--- src/rtl/uart_input_ctrl.sv ---
// uart_input_ctrl
//   Host-driven replacement for the VIO probes of the lab top. An 8N1 UART
//   receiver feeds a small byte-command parser that drives the virtual
//   switches and buttons of the wrapped design.
//
//   Commands (one or more bytes):
//     'S' hi lo : sw <= {hi, lo}
//     'B' mask  : btn <= mask[4:0] for BTN_PULSE_CYCLES cycles (mask[7:5] must be 0)
//     'R'       : sw <= 0, btn <= 0, any running button hold cancelled
//
// Ports
//   clk        in   system clock
//   rst_n      in   asynchronous active-low reset
//   rx         in   UART serial input, idle high, asynchronous to clk
//   sw         out  [15:0] virtual switches
//   btn        out  [4:0]  virtual buttons: [4]=L [3]=D [2]=U [1]=R [0]=C
//   byte_valid out  1-cycle pulse, byte_data holds a correctly framed byte
//   byte_data  out  [7:0]  last correctly framed byte
//   cmd_ok     out  1-cycle pulse, a command was executed
//   cmd_err    out  1-cycle pulse, unknown opcode or illegal operand
//   frame_err  out  1-cycle pulse, stop bit sampled low, byte dropped
module uart_input_ctrl #(
  parameter int CLK_FREQ         = 100_000_000,
  parameter int BAUD             = 115200,
  parameter int BTN_PULSE_CYCLES = 1_000_000
) (
  input  logic        clk,
  input  logic        rst_n,
  input  logic        rx,
  output logic [15:0] sw,
  output logic [4:0]  btn,
  output logic        byte_valid,
  output logic [7:0]  byte_data,
  output logic        cmd_ok,
  output logic        cmd_err,
  output logic        frame_err
);

  localparam int CLKS_PER_BIT = CLK_FREQ / BAUD;
  localparam int BCW          = $clog2(CLKS_PER_BIT + 1);
  localparam int HCW          = $clog2(BTN_PULSE_CYCLES + 1);

  localparam logic [BCW-1:0] BIT_LAST  = BCW'(CLKS_PER_BIT - 1);
  localparam logic [BCW-1:0] HALF_LAST = BCW'(CLKS_PER_BIT / 2 - 1);
  localparam logic [HCW-1:0] HOLD_LOAD = HCW'(BTN_PULSE_CYCLES);
  localparam logic [HCW-1:0] HOLD_ONE  = HCW'(1);

  localparam logic [1:0] RX_IDLE  = 2'd0;
  localparam logic [1:0] RX_START = 2'd1;
  localparam logic [1:0] RX_DATA  = 2'd2;
  localparam logic [1:0] RX_STOP  = 2'd3;

  localparam logic [1:0] P_IDLE  = 2'd0;
  localparam logic [1:0] P_SW_HI = 2'd1;
  localparam logic [1:0] P_SW_LO = 2'd2;
  localparam logic [1:0] P_BTN   = 2'd3;

  localparam logic [7:0] OP_SW    = 8'h53;
  localparam logic [7:0] OP_BTN   = 8'h42;
  localparam logic [7:0] OP_RESET = 8'h52;

  logic           rx_p0;
  logic           rx_p1;
  logic           rx_p2;
  logic [1:0]     rx_state;
  logic [BCW-1:0] bit_cnt;
  logic [2:0]     bit_idx;
  logic [7:0]     rx_shift;
  logic [1:0]     p_state;
  logic [7:0]     sw_hi;
  logic [HCW-1:0] hold_cnt;

  // ---- stage: rx synchronizer (p0,p1) and one-cycle history (p2) ----
  // rx_p2 lets the idle state require a high-to-low transition, so a line
  // held low (break) after a bad stop bit does not start another frame.
  always_ff @(posedge clk or negedge rst_n) begin
    if (!rst_n) begin
      rx_p0 <= 1'b1;
      rx_p1 <= 1'b1;
      rx_p2 <= 1'b1;
    end else begin
      rx_p0 <= rx;
      rx_p1 <= rx_p0;
      rx_p2 <= rx_p1;
    end
  end

  // ---- stage: bit-level receive FSM ----
  always_ff @(posedge clk or negedge rst_n) begin
    if (!rst_n) begin
      rx_state   <= RX_IDLE;
      bit_cnt    <= '0;
      bit_idx    <= '0;
      byte_valid <= 1'b0;
      frame_err  <= 1'b0;
      byte_data  <= '0;
    end else begin
      byte_valid <= 1'b0;
      frame_err  <= 1'b0;
      case (rx_state)
        RX_IDLE: begin
          bit_cnt <= '0;
          bit_idx <= '0;
          if (rx_p2 && !rx_p1) begin
            rx_state <= RX_START;
          end
        end
        RX_START: begin
          // Re-check the start bit in its middle; a high line means a glitch.
          if (bit_cnt == HALF_LAST) begin
            bit_cnt  <= '0;
            rx_state <= rx_p1 ? RX_IDLE : RX_DATA;
          end else begin
            bit_cnt <= bit_cnt + 1'b1;
          end
        end
        RX_DATA: begin
          if (bit_cnt == BIT_LAST) begin
            bit_cnt <= '0;
            bit_idx <= bit_idx + 1'b1;
            if (bit_idx == 3'd7) begin
              rx_state <= RX_STOP;
            end
          end else begin
            bit_cnt <= bit_cnt + 1'b1;
          end
        end
        RX_STOP: begin
          if (bit_cnt == BIT_LAST) begin
            bit_cnt  <= '0;
            rx_state <= RX_IDLE;
            if (rx_p1) begin
              byte_valid <= 1'b1;
              byte_data  <= rx_shift;
            end else begin
              frame_err <= 1'b1;
            end
          end else begin
            bit_cnt <= bit_cnt + 1'b1;
          end
        end
        default: rx_state <= RX_IDLE;
      endcase
    end
  end

  // Data bits arrive LSB first, so shift in from the top.
  always_ff @(posedge clk) begin
    if (rx_state == RX_DATA && bit_cnt == BIT_LAST) begin
      rx_shift <= {rx_p1, rx_shift[7:1]};
    end
  end

  // ---- stage: command parser and button hold timer ----
  always_ff @(posedge clk or negedge rst_n) begin
    if (!rst_n) begin
      p_state  <= P_IDLE;
      sw       <= '0;
      btn      <= '0;
      hold_cnt <= '0;
      cmd_ok   <= 1'b0;
      cmd_err  <= 1'b0;
    end else begin
      cmd_ok  <= 1'b0;
      cmd_err <= 1'b0;

      // Countdown first; a command completing this cycle overrides it below,
      // which restarts a running hold without a gap cycle.
      if (hold_cnt != '0) begin
        hold_cnt <= hold_cnt - 1'b1;
        if (hold_cnt == HOLD_ONE) begin
          btn <= '0;
        end
      end

      if (frame_err) begin
        p_state <= P_IDLE;
      end else if (byte_valid) begin
        case (p_state)
          P_IDLE: begin
            case (byte_data)
              OP_SW:  p_state <= P_SW_HI;
              OP_BTN: p_state <= P_BTN;
              OP_RESET: begin
                sw       <= '0;
                btn      <= '0;
                hold_cnt <= '0;
                cmd_ok   <= 1'b1;
              end
              default: cmd_err <= 1'b1;
            endcase
          end
          P_SW_HI: p_state <= P_SW_LO;
          P_SW_LO: begin
            sw      <= {sw_hi, byte_data};
            cmd_ok  <= 1'b1;
            p_state <= P_IDLE;
          end
          P_BTN: begin
            if (byte_data[7:5] != 3'b000) begin
              cmd_err <= 1'b1;
            end else begin
              btn      <= byte_data[4:0];
              hold_cnt <= HOLD_LOAD;
              cmd_ok   <= 1'b1;
            end
            p_state <= P_IDLE;
          end
          default: p_state <= P_IDLE;
        endcase
      end
    end
  end

  // High switch byte is only consumed after the low byte arrives.
  always_ff @(posedge clk) begin
    if (byte_valid && p_state == P_SW_HI) begin
      sw_hi <= byte_data;
    end
  end

endmodule
--- config.mk ---
export PLATFORM = sky130hd
export DESIGN_NAME = uart_input_ctrl
export DESIGN_NICKNAME = d
export VERILOG_FILES = /design/src/rtl/uart_input_ctrl.sv
export SDC_FILE = /design/constraint.sdc
export NUM_CORES = 1
export LEC_CHECK = 0
export CORE_MARGIN = 2
export CORE_UTILIZATION = 54
export CTS_BUF_LIST = sky130_fd_sc_hd__clkbuf_8
export CTS_CLUSTER_SIZE = 16
export DETAILED_ROUTE_END_ITERATION = 10
export HOLD_SLACK_MARGIN = 0.05
export PLACE_DENSITY = 0.89
export SLEW_MARGIN = 20
export SYNTH_ARGS = -nofsm -noshare
export SYNTH_HDL_FRONTEND = slang
export SYNTH_SLANG_ARGS = --single-unit
export TNS_END_PERCENT = 1
--- constraint.sdc ---
create_clock -name clk -period 1.95 [get_ports clk]
set_input_delay 0.39 -clock clk [delete_from_list [all_inputs] [get_ports clk]]
set_output_delay 0.39 -clock clk [all_outputs]
set_load 0.02 [all_outputs]
[After elaboration in Yosys (flattened, before gate mapping)]
Cells that the tools add are included.
Word-level totals
  register bits: 89
  input port bits: 3
  output and inout bits: 33
  logic and storage cells: 107
Cells by class
  $add $sub $neg: 3
  equality and inequality tests: 20
  multiplexer cells: 47
  bitwise operators: 1
  reductions and logical operators: 19
Operators with widths (number)
  $mux W20: 5
  $pmux W20 S2: 1
  $pmux W16 S2: 1
  $mux W5: 6
  $pmux W10 S3: 1
  $eq A8 B7 Y1 const B: 3
  $eq A20 B1 Y1 const B: 1
  $mux W10: 2
  $reduce_bool A20 Y1: 1
  $sub A20 B1 Y20 const B: 1
  $mux W16: 1
  $mux W2: 8
  $mux W1: 14
  $add A10 B1 Y10 const B: 1
  $eq A10 B10 Y1 const B: 1
  $eq A10 B9 Y1 const B: 1
  $ne A2 B2 Y1 const B: 5
  $pmux W5 S2: 1
  $eq A2 B2 Y1 const B: 4
  $pmux W2 S4: 1
  $pmux W2 S3: 1
  $pmux W3 S2: 1
  $reduce_bool A2 Y1: 3
  $reduce_and A5 Y1: 1
  19 further kinds: 25

[Longest topological paths before layout]
  depth after elaboration: 7
  depth in mapped cells: 8

[Worst setup path after synthesis]
No wires, ideal clock.
  kind: register -> register
  start: register hold_cnt[0]
  end: register hold_cnt[14]
  library setup time: 0.147 ns
  arrival time: 1.944 ns
  data required time: 1.803 ns
  slack: -0.140 ns
  stages on the path, launching flop included: 8
  path buffers: 0
  period minus slack after synthesis: 2.090 ns
  path through: dfrtp_1 > inv_1 > ha_1 > or3b_2 > or3_4 > a211oi_2 > xnor2_1 > a21oi_1
Between the ends
  word-level cells in the longest chain between the ends: 6
  elaborated cells on any way between the ends: 8
RTL lines
  from (decl): line 71  | logic [HCW-1:0] hold_cnt;
  from (signal assigned): line 170  | hold_cnt <= hold_cnt - 1'b1;
  $sub A20 B1 Y20 / $reduce_bool A20 Y1 (equally long branches): line 170, 169
  $mux W20 *: line 169  | if (hold_cnt != '0) begin
  $mux W20 (on tied branches): line 200, 181
  $pmux W20 S2: line 179  | case (p_state)
  $mux W20: line 178  | end else if (byte_valid) begin
  $mux W20 *: line 176  | if (frame_err) begin
Every way passes the cells marked *; elsewhere a longest branch is shown, timed or not.
A chain may end at the register's enable or synchronous reset.

[Final worst setup path]
  start: register hold_cnt[2]
  end: register hold_cnt[14]
The elaborated chain is that of the path after synthesis.

==> flow_summary.json <==
{
  "synth_nets": 386,
  "avgSynthCellArea_sq_um": 11.1,
  "die-area_sq_mm": 0.00829,
  "clk_pin_slew_ns": 0.09,
  "synth_edf_count": 16,
  "worstHoldStart": "rx_p0",
  "layout-drive-gt1-share": 0.262,
  "cts_tree": "built",
  "cap_violations": 0,
  "fin_cells": 568,
  "ys_ff_latch": 89,
  "synthArstFlopShare": 0.820,
  "synth.yosys.seq_area_share": 0.565,
  "rrSetupSlack_ns": -0.07,
  "slew_headroom": 0.724,
  "worstPathArrival_ns": 2.27,
  "ctsLongestPathBuffers": 2,
  "tightest_slew_ns": 0.411,
  "crit_family": "simple AND/OR/NAND/NOR gates",
  "violations": "negative setup slack",
  "syn_inst": 370,
  "period_share": 1.03,
  "setup-violations-final": 3,
  "path_max_fanout": 5,
  "htreeDepth": 3,
  "final_hold_viol_count": 0,
  "rows": 31,
  "utilization": 0.733,
  "r2r-end": "hold_cnt[14]",
  "vias": 3232,
  "dpl.hpwl_um": 6240,
  "vdd_drop_max_uv": 682,
  "worstSetupStartpointType": "flop",
  "p_comb_frac": 0.057,
  "grt_setup_unrepaired": "yes",
  "min_period_ns": 2.02,
  "drc": 0,
  "core_sq_mm": 0.00729,
  "crit_chain": "buf_6, or3b_4, or3_4, a211oi_2, xnor2_1, a21oi_1",
  "critPathBufInv": 1,
  "power.internal_uw": 2680,
  "pin_count": 36,
  "yosysTopAreaCell": "dfrtp_1",
  "synth_area_leaders": "dfrtp_1 (43%), edfxtp_1 (12%), nand2_1 (4.1%)",
  "grt_pass1_wl_um": 14800,
  "placedCellCount": 546,
  "grt_pass1_vias": 3142,
  "r2r_start": "hold_cnt[2]",
  "drt_pass1_iterations": 4,
  "start_util": 0.561,
  "hold_class": "flop to flop",
  "synth_top_area_frac": 0.428,
  "die_h_um": 91.0,
  "antennaDiodeCount": 0,
  "nets": 480,
  "wirelength_um": 9250,
  "synthFlopType": "dfrtp_1",
  "grt.total_usage": 0.224,
  "hold_ws_ns": 0.363,
  "pwr-share-seq": 0.564,
  "hold_depth": 0,
  "crit_path_end_kind": "flop",
  "crit_type": "flop to flop",
  "yosys.cell_types.count": 56,
  "setup_ws_ns": -0.0670,
  "antenna_found_initial": 0,
  "fmax_mhz": 496,
  "multi_input_area_sq_mm": 0.00183,
  "cts.sinks": 89,
  "p_leak_uw": 0.00242,
  "cts_root_buf": "clkbuf_8",
  "syn_area_sq_mm": 0.00409,
  "nFillCells": 468,
  "vias_per_cell": 5.69,
  "slew_viol_final": 0,
  "die_w_um": 91.0,
  "regArea_sq_mm": 0.00231,
  "rr_worst_depth": 6,
  "insertion_delay_ns": 0.37,
  "cts_buffers": 9,
  "slowest_stage": "dfrtp_1",
  "portBuffers": 35,
  "p_clk_frac": 0.379,
  "ys_warn_count": 0,
  "pwr_density_cell_mw_per_mm2": 671,
  "worstHoldEndpoint": "rx_p1",
  "gp_congestion": 0.855,
  "final_antenna_net_count": 0,
  "required_ns": 2.20,
  "outcome": "finished, violations left",
  "wl_per_cell_um": 16.3,
  "p_sw_uw": 910,
  "drt_iter0_drc": 220,
  "skew_ns": 0.0122,
  "grt_max_degree": 33,
  "syn_to_final_growth_pct": 30.7,
  "critPathMaxStageDelay_ns": 0.46,
  "overflow": 0,
  "swShare": 0.254
}
[area by class of cell]
class / count / area share
clock inverters: 7 / 0.0168
flip-flops and latches: 89 / 0.432
multi-input cells: 263 / 0.343
well taps: 99 / 0.0232
repair buffers: 94 / 0.157
inverters: 7 / 0.00491
clock buffers: 9 / 0.0232
[registers in the layout (all words and copies together), names as in the netlist, 2 cells and up, named ones only]
| signal | count |
|---|---|
| bit_idx | 3 |
| sw_hi | 8 |
| bit_cnt | 10 |
| byte_data | 8 |
| btn | 5 |
| hold_cnt | 20 |
| rx_shift | 8 |
| sw | 16 |
| p_state | 2 |
[per-stage QoR]
step	TNS [ns]	area, sq um	worst slack, ns	total power [uW]
after floorplan	-1.09	4090	-0.0451	2150
after global routing	-0.899	5350	-0.108	3740
final	-0.110	5350	-0.0670	3590
after detailed placement	-1.09	4950	-0.135	2240
after global placement	-0.567	4950	-0.0706	2220
after CTS	-0.0123	5200	-0.0123	3570
[synth_stat cells, types with 6 or more instances]
master and n:
a21oi_1 17, clkbuf_1 9, dfrtp_1 70, edfxtp_1 16, ha_1 13, inv_1 7
mux2_2 8, nand2_1 45, nand3_1 15, nor2_1 36, nor3_1 9, nor3b_1 6
o21ai_0 21, xnor2_1 17
[layout by cell type, fill, tap and decap left out, types with 11 or more instances in the layout]
cell | netlist | layout
dfrtp_1 | 70 | 70
o21ai_0 | 21 | 20
nor2_1 | 36 | 36
a21oi_1 | 17 | 17
buf_4 | 0 | 54
ha_1 | 13 | 11
edfxtp_1 | 16 | 16
xnor2_1 | 17 | 17
clkdlybuf4s50_1 | 0 | 30
nand3_1 | 15 | 15
nand2_1 | 45 | 44
[worst register-to-register path: cells and delay by family, from the launching register on]
| kind | cells | cell delay (ns) |
|---|---|---|
| flip-flops | 1 | 0.46 |
| buffers and inverters | 1 | 0.15 |
| AND/OR/NAND/NOR | 2 | 0.84 |
| XOR/XNOR | 1 | 0.14 |
| AO/OA/AOI/OAI | 2 | 0.31 |
[metal layers]
metal  part of all wire  track usage  vias up
li1                   -            -     1515
met5                  0            0        -
met1               0.42        0.284     1593
met4              0.015       0.0833        0
met2               0.51        0.372      108
met3              0.059       0.0589       16
[timing repair]
action / CTS / global route
pin swaps: 3 / 8
gates resized for setup: 9 / 24
hold endpoints to repair: 13 / 0
hold buffers: 1 / 0
setup endpoints to repair: 18 / 68
setup buffers: 1 / 4
[power by group through the flow]
| stage | Clock [uW] | Combinational [uW] | Sequential, uW |
|---|---|---|---|
| 2_1_floorplan | 0 | 122 | 2030 |
| 3_3_place_gp | 0 | 177 | 2040 |
| 3_5_place_dp | 0 | 188 | 2050 |
| 4_1_cts | 1370 | 191 | 2010 |
| 5_1_grt | 1470 | 246 | 2030 |
| 6_report | 1360 | 206 | 2020 |
[cell families (layout without fill, tap and decap cells)]
kind of cell               after synthesis  in the layout  synth area share
AOI/OAI and AO/OA                       65             65             0.106
xor gates and xnor gates                21             21            0.0450
adders and majority gates               13             13            0.0398
buffers and inverters                   18            117            0.0187
DFF                                     89             89             0.565
muxes                                   12             12            0.0318
and+or+nand+nor                        152            152             0.193
[worst max-delay path by stage]
stage | start | to | slack, ns | cells past startpoint
2_1_floorplan | bit_cnt[0] | rx_shift[0] | -0.05 | 4
3_3_place_gp | hold_cnt[6] | hold_cnt[0] | -0.07 | 5
3_5_place_dp | hold_cnt[6] | hold_cnt[1] | -0.13 | 4
4_1_cts | hold_cnt[0] | hold_cnt[14] | -0.01 | 7
5_1_grt | hold_cnt[2] | hold_cnt[14] | -0.11 | 6
6_report | hold_cnt[2] | hold_cnt[14] | -0.07 | 6
Power figures use the tool's default switching activity.
